**src/rtl/alu_pkg.sv**
```systemverilog
// Shared opcode and FSM-state definitions for the shared ALU and its arbiter.
package alu_pkg;

  localparam logic [3:0] OP_ADD  = 4'h0;
  localparam logic [3:0] OP_SUB  = 4'h1;
  localparam logic [3:0] OP_SHL  = 4'h2;
  localparam logic [3:0] OP_SHR  = 4'h3;
  localparam logic [3:0] OP_AND  = 4'h4;
  localparam logic [3:0] OP_OR   = 4'h5;
  localparam logic [3:0] OP_XOR  = 4'h6;
  localparam logic [3:0] OP_SUB2 = 4'h7;
  localparam logic [3:0] OP_PASS = 4'h8;

  typedef enum logic [1:0] {
    ST_IDLE = 2'd0,
    ST_EXEC = 2'd1,
    ST_RESP = 2'd2
  } state_e;

endpackage

```
**src/rtl/alu.sv**
```systemverilog
// Combinational 16-bit ALU: add/sub/shift/logic/pass, no carry or overflow out.
module alu
  import alu_pkg::*;
#(
  parameter int WIDTH = 16
) (
  input  logic [WIDTH-1:0] in0,
  input  logic [WIDTH-1:0] in1,
  input  logic [3:0]       select,
  output logic [WIDTH-1:0] out
);

  logic shift_sat;

  // in1 is also the shift amount; anything that shifts every bit out gives zero
  assign shift_sat = (in1 >= WIDTH'(WIDTH));

  always_comb begin
    out = '0;
    if (select[3]) begin
      out = in1;
    end else begin
      case (select)
        OP_ADD:          out = in0 + in1;
        OP_SUB, OP_SUB2: out = in0 - in1;
        OP_SHL:          out = shift_sat ? '0 : (in0 << in1);
        OP_SHR:          out = shift_sat ? '0 : (in0 >> in1);
        OP_AND:          out = in0 & in1;
        OP_OR:           out = in0 | in1;
        OP_XOR:          out = in0 ^ in1;
        default:         out = in1;
      endcase
    end
  end

endmodule

```
**src/rtl/alu_arbiter.sv**
```systemverilog
// Round-robin sequencer sharing one ALU between NUM_REQ requesters, one op in flight.
//  state   | meaning
//  ST_IDLE | waiting for a request; winner gets req_ready
//  ST_EXEC | ALU evaluating the latched operands
//  ST_RESP | result presented to owner until rsp_ready[grant_id]
module alu_arbiter
  import alu_pkg::*;
#(
  parameter int WIDTH   = 16,
  parameter int NUM_REQ = 2,
  parameter int ID_W    = 1
) (
  input  logic                     clk,
  input  logic                     reset_n,
  input  logic [NUM_REQ-1:0]       req_valid,
  output logic [NUM_REQ-1:0]       req_ready,
  input  logic [NUM_REQ*WIDTH-1:0] req_in0,
  input  logic [NUM_REQ*WIDTH-1:0] req_in1,
  input  logic [NUM_REQ*4-1:0]     req_select,
  output logic [NUM_REQ-1:0]       rsp_valid,
  input  logic [NUM_REQ-1:0]       rsp_ready,
  output logic [WIDTH-1:0]         rsp_data,
  output logic                     rsp_zero,
  output logic                     busy,
  output logic [ID_W-1:0]          grant_id
);

  state_e           state_q, state_d;
  logic [ID_W-1:0]  last_grant_q, last_grant_d;
  logic [ID_W-1:0]  grant_id_q, grant_id_d;
  logic [WIDTH-1:0] op_in0_q, op_in0_d;
  logic [WIDTH-1:0] op_in1_q, op_in1_d;
  logic [3:0]       op_sel_q, op_sel_d;
  logic [WIDTH-1:0] rsp_data_q, rsp_data_d;
  logic             rsp_zero_q, rsp_zero_d;
  logic [WIDTH-1:0] alu_out;
  logic [ID_W-1:0]  win_id;
  logic [ID_W-1:0]  cand;
  logic             win_found;

  alu #(.WIDTH(WIDTH)) u_alu (
    .in0    (op_in0_q),
    .in1    (op_in1_q),
    .select (op_sel_q),
    .out    (alu_out)
  );

  // Search starts just past the last owner so a busy requester cannot starve others
  always_comb begin
    win_found = 1'b0;
    win_id    = '0;
    cand      = '0;
    for (int k = 1; k <= NUM_REQ; k++) begin
      cand = ID_W'((int'(last_grant_q) + k) % NUM_REQ);
      if (!win_found && req_valid[cand]) begin
        win_found = 1'b1;
        win_id    = cand;
      end
    end
  end

  always_comb begin
    req_ready = '0;
    rsp_valid = '0;
    if (state_q == ST_IDLE && win_found) req_ready = NUM_REQ'(1) << win_id;
    if (state_q == ST_RESP) rsp_valid = NUM_REQ'(1) << grant_id_q;
  end

  always_comb begin
    state_d      = state_q;
    last_grant_d = last_grant_q;
    grant_id_d   = grant_id_q;
    op_in0_d     = op_in0_q;
    op_in1_d     = op_in1_q;
    op_sel_d     = op_sel_q;
    rsp_data_d   = rsp_data_q;
    rsp_zero_d   = rsp_zero_q;
    case (state_q)
      ST_IDLE: begin
        if (win_found) begin
          op_in0_d     = req_in0[win_id*WIDTH +: WIDTH];
          op_in1_d     = req_in1[win_id*WIDTH +: WIDTH];
          op_sel_d     = req_select[win_id*4 +: 4];
          grant_id_d   = win_id;
          last_grant_d = win_id;
          state_d      = ST_EXEC;
        end
      end
      ST_EXEC: begin
        rsp_data_d = alu_out;
        rsp_zero_d = (alu_out == '0);
        state_d    = ST_RESP;
      end
      ST_RESP: begin
        if (rsp_ready[grant_id_q]) state_d = ST_IDLE;
      end
      default: state_d = ST_IDLE;
    endcase
  end

  always_ff @(posedge clk or negedge reset_n) begin
    if (!reset_n) begin
      state_q      <= ST_IDLE;
      last_grant_q <= ID_W'(NUM_REQ - 1);
      grant_id_q   <= '0;
      op_in0_q     <= '0;
      op_in1_q     <= '0;
      op_sel_q     <= '0;
      rsp_data_q   <= '0;
      rsp_zero_q   <= 1'b0;
    end else begin
      state_q      <= state_d;
      last_grant_q <= last_grant_d;
      grant_id_q   <= grant_id_d;
      op_in0_q     <= op_in0_d;
      op_in1_q     <= op_in1_d;
      op_sel_q     <= op_sel_d;
      rsp_data_q   <= rsp_data_d;
      rsp_zero_q   <= rsp_zero_d;
    end
  end

  assign busy     = (state_q != ST_IDLE);
  assign grant_id = grant_id_q;
  assign rsp_data = rsp_data_q;
  assign rsp_zero = rsp_zero_q;

endmodule

```
**config.mk**
```make
export PLATFORM = sky130hd
export DESIGN_NAME = alu_arbiter
export DESIGN_NICKNAME = d
export VERILOG_FILES = /design/src/rtl/alu_pkg.sv /design/src/rtl/alu.sv /design/src/rtl/alu_arbiter.sv
export SDC_FILE = /design/constraint.sdc
export NUM_CORES = 1
export LEC_CHECK = 0
export ABC_AREA = 1
export CAP_MARGIN = 10
export CELL_PAD_IN_SITES_DETAIL_PLACEMENT = 0
export CELL_PAD_IN_SITES_GLOBAL_PLACEMENT = 1
export CORE_MARGIN = 5
export CORE_UTILIZATION = 38
export CTS_BUF_LIST = sky130_fd_sc_hd__clkbuf_16
export CTS_CLUSTER_SIZE = 30
export DETAILED_ROUTE_END_ITERATION = 6
export GPL_TIMING_DRIVEN = 0
export PLACE_DENSITY = 0.78
export SKIP_CTS_REPAIR_TIMING = 1
export SLEW_MARGIN = 40
export SYNTH_ARGS = -nofsm -noshare
export SYNTH_HDL_FRONTEND = slang
export SYNTH_HIERARCHICAL = 1
export SYNTH_SLANG_ARGS = --single-unit
```
**constraint.sdc**
```tcl
create_clock -name clk -period 4.05 [get_ports clk]
set_input_delay 0.81 -clock clk [delete_from_list [all_inputs] [get_ports clk]]
set_output_delay 0.81 -clock clk [all_outputs]
set_load 0.02 [all_outputs]
```
* Word-level counts from Yosys, hierarchy flattened *
Cells that the tools add are included.

storage, ports and cells
  output and inout port bits = 23
  register bits = 57
  bits of input ports = 78

operators by class
  mux-type cells = 19
  bitwise gates (word level) = 3
  $add $sub $neg = 4
  eq/ne operators = 11
  reduce and logical (&&, ||, !) cells = 10
  shifts and indexed selects = 7
  $lt $le $gt $ge = 4

operator list
  operator                                                             count
  one-hot mux 16 bit (7 select lines)                                  1
  variable part select 32 x 6 -> 16 bit                                2
  2-to-1 mux 16 bit                                                    3
  adder 16 bit                                                         1
  AND 16 bit                                                           1
  == test 4 x 3 -> 1 bit (second input constant)                       4
  greater-or-equal comparator 16 x 5 -> 1 bit (second input constant)  1
  logical NOT 16 bit                                                   1
  OR 16 bit                                                            1
  left shift 16 x 16 -> 16 bit                                         1
  right shift 16 x 16 -> 16 bit                                        1
  subtractor 16 bit                                                    1
  bitwise XOR 16 bit                                                   1
  2-to-1 mux 1 bit                                                     10
  == test 4 x 2 -> 1 bit (second input constant)                       2
  2-to-1 mux 2 bit                                                     4
  variable part select 8 x 4 -> 4 bit                                  1
  < comparator 1 x 2 -> 1 bit (second input constant)                  3
  one-hot mux 2 bit (3 select lines)                                   1
  == test 4 x 1 -> 1 bit (second input constant)                       1
  logical NOT 4 bit                                                    1
  AND reduction 2 bit                                                  2
  left shift 1 x 1 -> 2 bit (first input constant)                     2
  adder 1 bit (second input constant)                                  2
  other kinds (9)                                                      10

* Depth between registers and ports, before layout *
Gate-level depths: netlist of the first run.

  depth in word-level cells = 9
  depth in mapped cells = 27
  depth with buffers taken out = 26

* By module *
The synthesis of the first run kept the hierarchy.

modules (own cells, without submodules)
  module       cells an instance  area each (sq um)  sequential area each (sq um)  times used
  alu          733                3,771.1            0.0                           1
  alu_arbiter  391                2,876.5            1,427.6                       1

* Worst setup path after synthesis of the first run *
No wires, ideal clock.

  path type = flip-flop to flip-flop
  start point = register op_in1_q[1]
  end point = register rsp_zero_q (netlist: rsp_zero)
  path buffers = 2
  arrival time = 3.324 ns
  cell stages (with the launch flop) = 26
  data required time = 3.985 ns
  clock period less this slack = 3.389 ns
  slack = 0.661 ns
  cell sequence = dfrtp_1 -> clkbuf_1 -> inv_2 -> clkbuf_1 -> ha_1 -> nand2_1 -> nor2_1 -> nand2_1 -> nand2_1 -> o21ai_1 -> xor2_1 -> inv_1 -> ha_1 -> nand2_1 -> nor2_1 -> nand3_1 -> nand3_1 -> a21oi_1 -> or2_2 -> nand3_1 -> nand4_1 -> nor2_1 -> nand2_1 -> nor2_1 -> nand3_1 -> nand2_1

on the way
  cells in the longest elaborated chain, start to end = 5

RTL lines
  what                                                                 line                  text
  start, declared                                                      alu_arbiter.sv:32     logic [WIDTH-1:0] op_in1_q, op_in1_d;
  start signal, assigned                                               alu_arbiter.sv:116    op_in1_q <= op_in1_d;
  greater-or-equal comparator 16 x 5 -> 1 bit (tied with other cells)  alu.sv:16             assign shift_sat = (in1 >= WIDTH'(WIDTH));
  2-to-1 mux 16 bit (on tied branches)                                 alu.sv:27, alu.sv:26
  one-hot mux 16 bit (7 select lines) *                                alu.sv:23             case (select)
  2-to-1 mux 16 bit *                                                  alu.sv:20             if (select[3]) begin
  via alu_out[13]                                                      alu_arbiter.sv:36     logic [WIDTH-1:0] alu_out;
  logical NOT 16 bit *                                                 alu_arbiter.sv:91     rsp_zero_d = (alu_out == '0);
  end signal, assigned                                                 alu_arbiter.sv:119    rsp_zero_q <= rsp_zero_d;
  end, declared                                                        alu_arbiter.sv:35     logic rsp_zero_q, rsp_zero_d;

The timed path passes the listed nets; every way through them passes the cells marked *.
A chain may end at the register's enable or synchronous reset.

* Worst setup path after layout of the first run *
  start point = register op_sel_q[1]
  end point = register rsp_zero_q (netlist: rsp_zero)

on the way
  cells in the longest elaborated chain, start to end = 5

RTL lines
  what                                                                     line                text
  start, declared                                                          alu_arbiter.sv:33   logic [3:0] op_sel_q, op_sel_d;
  start signal, assigned                                                   alu_arbiter.sv:117  op_sel_q <= op_sel_d;
  == test 4 x 1 -> 1 bit / == test 4 x 3 -> 1 bit (equally long branches)  alu.sv:23
  OR reduction 2 bit                                                       alu.sv:23
  one-hot mux 16 bit (7 select lines) *                                    alu.sv:23
  2-to-1 mux 16 bit *                                                      alu.sv:20
  via alu_out[12]                                                          alu_arbiter.sv:36
  logical NOT 16 bit *                                                     alu_arbiter.sv:91

Marked as above.

==> metrics.txt, run 1 <==
outcome=finished clean; R2R cell count=21; Max Fclk=265 MHz; Clk pwr share=a little under a tenth; final hold viol count=0; via count=approximately 7.4k; drt initial violations=about 490; r2r setup slk=roughly 280 ps; Final #Nets=roughly 1.4k; delay-heaviest family, CP=simple AND/OR/NAND/NOR gates; Clk Latency, worst-skew pair=~330 ps; Crit path required time=around 4300 ps; htree depth=3; critical path, cell by cell=inv_1 -> nor3_1 -> a21oi_4 -> clkinvlp_4 -> buf_4 -> o21ai_0 -> fa_1 -> nand3_1 -> nand3_1 -> nand3_1 -> nand4_1 -> o21ai_0 -> nand2_1 -> nand3b_1 -> nand2_1 -> inv_1 -> nor2_1 -> nand2_1 -> nor2_1 -> nand3_1 -> nand2_1; Reg clk slew, reported paths=60 ps; synth unique cells=roughly 50; Worst Setup End Kind=register; post-synth top area share=27.3%; worst setup margin=approximately 280 ps; maximum vdd drop=about 380 µV; Logic pwr share=about 74%; I/O pin count=just over 100; routing usage on met2=40.9%; worst flop-to-flop path endpoint=rsp_zero$_DFFE_PN0N_; Starting Density=about two fifths; CTS tree=yes; mapped cell area=roughly 0.0066 mm²; Int Pwr=approximately 3300 µW; Power Density=940 mW/mm²; post-synthesis register bit count=57; post-DP HPWL=around 21000 µm; Pre-Repair DR Iteration Count=5; Routed WL=between 20000 and 25000 µm; first-pass GRT wire length=around 39000 µm; pin count of the biggest net entering global routing=40; sw power=roughly 4500 µW; Worst path max stage delay=between 400 and 500 ps; RSZ-0062 raised after global routing=false; Pwr Total=7810 µW; slowest CP cell=nor3_1; Post-synth top cells=484 x nand2_1, 141 x nand3_1, 81 x inv_1; Die Span Y=~140 µm; CTS root buffer=clkbuf_16; YS warnings=6; clock buffer depth=2; max-cap violations=0; Worst EP arrival=a little over 4000 ps; Mapped Cells=between 1k and 1.5k; Util after Layout=between 40% and 50%; slew margin rel.=between 50% and 60%; DRT antenna net count=0; final setup fails=0; max-slew violation count=0; share of cells above drive strength 1=between 8 and 9%; register share of total power=~17%; PortBufs=100; Antenna Cells=0; count leader, synth=nand2_1; sequential-to-total area share from yosys stat=a little over a fifth; top post-synthesis cells by area=nand2_1 27%, dfrtp_1 21%, nand3_1 11%; post-synthesis net count=roughly 1.3k; Chip Width=142 µm; most common flop cell mapped by yosys=dfrtp_1; worst hold path class=in2async; EDFF count, synth=0; fin crit share=between 90 and 100%; Sw Ratio=between 50% and 60%; met1 Use GR=between 30% and 40%; CTS Buf Count=9; CP Class=reg2reg; Synth area leader=nand2_1; drt wl/cell=roughly 17 µm; routability cong.=around 0.95; ys async rst share=100%; grt total ovfl=0; DIE AREA=just over 0.02 mm²; slew at the pin closest to its max-slew limit=~650 ps; gr usage total=between 20% and 30%; CP Launch Type=register; DR vias/cell=between 5 and 6; hold slack=approximately 350 ps; syn_area_per_cell=around 5.9 µm²; Final min period=between 3000 and 4000 ps; Area Overhead vs Synth=25.1%; vias in the first global route=7093; clk sinks=57; clock skew=approximately 13 ps; final instance area=about 0.0083 mm²; Leak Pwr=about 0.0044 µW; core area=around 0.017 mm²; Buf+Inv Stages, Crit Path=4; dpl cell area=between 0.007 and 0.008 mm²; Rows=48; launch point of the worst reg-to-reg path=op_sel_q[1]$_DFFE_PN0P_; crit path max fanout=7; number of remaining DRC errors=0; initial antenna violation count=0; gr busiest metal=met2; M3 GR Usage=2.72%; Post-Place Setup Slack=-346 ps
## area by class of cell
cell class                      instances  area (µm²)
Multi-Input combinational cell        923        4580
Clock buffer                            9         225
Buffer                                 48         305
Tap cell                              225         282
Sequential cell                        57        1430
Clock inverter                          7        62.6
Timing Repair Buffer                  108        1070
Inverter                               92         362
Fill cell                            1859        8920
## flip-flops by register name, indices dropped and copies added, names as in the netlist
register	cells
rsp_zero	1
op_sel_q	4
grant_id	1
rsp_data	16
state_q	2
op_in1_q	16
last_grant_q	1
op_in0_q	16
## per-stage QoR
stage | TNS, ps | instances
finish | 0 | 1469
global route | 0 | 1469
CTS | -1180 | 1466
detailed placement | -1040 | 1450
global placement | -1100 | 1449
floorplan | 0 | 1124
## logic make-up after synthesis
| group | synth area share [%] |
|---|---|
| and+or+nand+nor | 48.1 |
| DFF | 21.5 |
| adders and majority gates | 9.34 |
| AOI/OAI and AO/OA | 9.17 |
| xor gates and xnor gates | 1.98 |
| buffers and inverters | 9.98 |
## routing by layer
metal / part of all wire [%] / vias to the layer above
met4: 3.9 / 0
met3: 4.3 / 48
met1: 46 / 3359
met2: 46 / 198
met5: 0 / -
li1: - / 3830
## cell usage in the layout (no fill, tap or decap), drive strengths merged, types with 2 or more instances in the layout
cell type      netlist  routed
nand2              496     496
nand3              145     145
clkdlybuf4s50        0      99
inv                 90      90
nor2                81      81
dfrtp               56      56
ha                  48      48
buf                 37      44
a21oi               41      41
o21ai               38      38
clkbuf              15      22
xor2                14      14
nand4               12      12
nor3                12      12
o211ai               7       7
or2                  5       5
a211oi               5       5
clkinv               2       5
clkinvlp             0       3
a21o                 2       2
nand3b               2       2
nor4                 2       2
o21bai               2       2
## how the worst max path moves through the flow
stage | cells past startpoint | slack, ps | end | from
after global placement | 23 | -360 | rsp_zero$_DFFE_PN0N_ | op_in1_q[1]$_DFFE_PN0P_
after floorplan | 25 | 660 | rsp_zero$_DFFE_PN0N_ | op_in1_q[1]$_DFFE_PN0P_
final | 21 | 280 | rsp_zero$_DFFE_PN0N_ | op_sel_q[1]$_DFFE_PN0P_
after detailed placement | 23 | -350 | rsp_zero$_DFFE_PN0N_ | op_in1_q[1]$_DFFE_PN0P_
after global routing | 24 | 9 | rsp_zero$_DFFE_PN0N_ | op_in1_q[0]$_DFFE_PN0P_
after CTS | 23 | -380 | rsp_zero$_DFFE_PN0N_ | op_in1_q[1]$_DFFE_PN0P_
## power groups by stage
stage | Sequential [µW] | Combinational [µW] | Clock [µW]
finish | 1300 | 5800 | 722
global route | 1330 | 6470 | 753
CTS | 1270 | 5670 | 734
detailed placement | 1280 | 5630 | 0
global placement | 1280 | 5610 | 0
floorplan | 1170 | 3940 | 0
Power figures use the tool's default switching activity.
==> inputs of run 2 (changes only) <==
Settings changed: GPL_TIMING_DRIVEN 0 to 1.
==> run 2 against run 1 <==
Total power shrank 3.2%. Cell area is 3.2% lower. Global-route usage down 1.2 points. Utilization down 1.5 points. Combinational power is 3.8% lower. Register-to-register slack better by 90 ps. Critical path depth unchanged. Critical endpoint unchanged. Largest cell class unchanged.
==> metrics.txt, run 2 (synthesis gave the netlist of run 1 again) <==
DIE AREA=0.0202 mm² (unchanged); outcome=finished clean; Pre-Repair DR Iteration Count=5 (unchanged); commonest non-fill, non-tap cell in the layout=nand2_1; via count=7449 (+0.19%); clock skew=8.80 ps (-4.08 ps); CP Class=reg2reg; critical path, cell by cell=inv_1 -> nor3_1 -> a21oi_2 -> clkinvlp_4 -> nor2_1 -> xor2_1 -> ha_1 -> a21oi_1 -> o21ai_0 -> nor2_1 -> o21ai_0 -> or2_2 -> a21oi_1 -> o211ai_1 -> nand2_1 -> inv_1 -> nor2_1 -> nand2_1 -> nor2_1 -> nand3_1 -> nand2_1; Worst path max stage delay=400 ps (-50 ps); slowest CP cell=dfrtp_1; initial antenna violation count=0 (unchanged); max-cap violations=0 (unchanged); CTS root buffer=clkbuf_16; CP Launch Type=register; Max Fclk=272 MHz (+2.6%); DR top layer=met4; DRT met1 WL=10800 µm (-5.9%); slew margin rel.=52.5% (-3.7 points); Clk Latency, worst-skew pair=330 ps (about the same); maximum vdd drop=359 µV (-4.4%); crit path max fanout=10 (+3); Detail Route met3 WL=1630 µm (+52%); pin count of the biggest net entering global routing=45 (+13%); final setup fails=0 (unchanged); grt total ovfl=0 (unchanged); drt initial violations=569 (+17%); Pwr Total=7560 µW (-3.2%); max-slew violation count=0 (unchanged); Setup TNS Final=0 ps (unchanged); I/O pin count=101 (unchanged); Power Density=939 mW/mm² (about the same); Chip Width=142 µm (unchanged); DR vias/cell=5.20 (+2.8%); Crit path required time=4310 ps (about the same); Worst EP arrival=3940 ps (-90 ps); Die Span Y=142 µm (unchanged); number of remaining DRC errors=0 (unchanged); worst setup margin=375 ps (+93.8 ps); clock buffer depth=2 (unchanged); Routed WL=23800 µm (-4.5%); core area=0.0172 mm² (unchanged); Rows=48 (unchanged); worst hold path class=reg2reg; clk sinks=57 (unchanged); Final min period=3680 ps (-93.8 ps); final instance area=0.00805 mm² (-3.2%); Sw Ratio=57.7% (+0.31 points); drt wl/cell=16.6 µm (-2.0%); Antenna Cells=0 (unchanged); final hold viol count=0 (unchanged); CTS Buf Count=9 (unchanged); PortBufs=100 (unchanged); post-DP HPWL=18800 µm (-8.5%); most frequent CP cell=nor2_1; Int Pwr=3200 µW (-3.9%); Final #Nets=1329 (-2.7%); vias in the first global route=6978 (-1.6%); fin cells=1432 (-2.5%); Reg clk slew, reported paths=50 ps (about the same); Post-Place Setup Slack=434 ps (+780 ps); Starting Density=38.6% (unchanged); htree depth=3 (unchanged); CTS tree=yes; Worst Setup End Kind=register; WL met2=10400 µm (-8.5%); Area Overhead vs Synth=21.1%; register share of total power=16.6% (about the same); Cells after DPL=1416 (-2.3%); first-pass GRT wire length=37600 µm (-3.5%); Clk pwr share=9.6% (+0.4 points); share of cells above drive strength 1=6.71% (-1.8 points); Leak Pwr=0.00430 µW (-2.6%); Logic pwr share=73.8% (-0.4 points); routability cong.=0.944 (-1.1%); Buf+Inv Stages, Crit Path=3 (-1); RSZ-0062 raised after global routing=false; sw power=4360 µW (-2.7%); delay-heaviest family, CP=simple AND/OR/NAND/NOR gates; gr usage total=23.5% (-1.2 points); fin crit share=90.8% (-2.3 points); most frequent cells in the layout=484 x nand2_1, 141 x nand3_1, 99 x clkdlybuf4s50_1; slew at the pin closest to its max-slew limit=711 ps (+58.8 ps); dpl cell area=0.00776 mm² (-2.4%); DRT antenna net count=0 (unchanged)
==> run 2: area by class of cell <==
class / instances / area (µm²)
Fill cell: 1851 / 9190
Multi-Input combinational cell: 923 / 4560
Sequential cell: 57 / 1430
Timing Repair Buffer: 119 / 1150
Inverter: 92 / 349
Tap cell: 225 / 282
Clock buffer: 9 / 225
Clock inverter: 7 / 62.6
==> run 2: layer usage <==
metal / GRT usage [%] / vias to the layer above
li1: - / 3763
met1: 32.9 / 3360
met2: 36.5 / 280
met3: 2.96 / 46
met4: 9.70 / 0
met5: 0 / -
==> run 2: per-stage QoR <==
stage	utilization, %	hold slack, ps
finish	46.7	467
global route	46.7	502
CTS	46.7	471
detailed placement	45.0	457
global placement	44.9	457
floorplan	-	462
==> run 2: worst paths after layout <==
kind / startpoint / to / slack (ps) / depth (start not counted)
worst max-delay path: op_sel_q[1]$_DFFE_PN0P_ / rsp_zero$_DFFE_PN0N_ / 370 / 21
worst min-delay path: rsp_data[0]$_DFFE_PN0N_ / rsp_data[0]$_DFFE_PN0N_ / 470 / 2
worst max register to register: op_sel_q[1]$_DFFE_PN0P_ / rsp_zero$_DFFE_PN0N_ / 370 / 21
worst min register to register: rsp_data[0]$_DFFE_PN0N_ / rsp_data[0]$_DFFE_PN0N_ / 470 / 2
max in group asynchronous: reset_n / op_in0_q[3]$_DFFE_PN0P_ / 2950 / 2
min in group asynchronous: reset_n / rsp_data[7]$_DFFE_PN0N_ / 480 / 1
==> run 2: worst min-delay path, cell delays in order (launching register included) <==
cell and delay [ps]:
dfrtp_1 330, nand2_1 50, nand2_1 50
==> run 2: power by group through the flow <==
stage               logic [µW]  registers [µW]  clock network (µW)
floorplan                 3940            1170                   0
global placement          5490            1260                   0
detailed placement        5500            1260                   0
CTS                       5540            1250                 744
global route              6240            1290                 774
finish                    5580            1260                 729
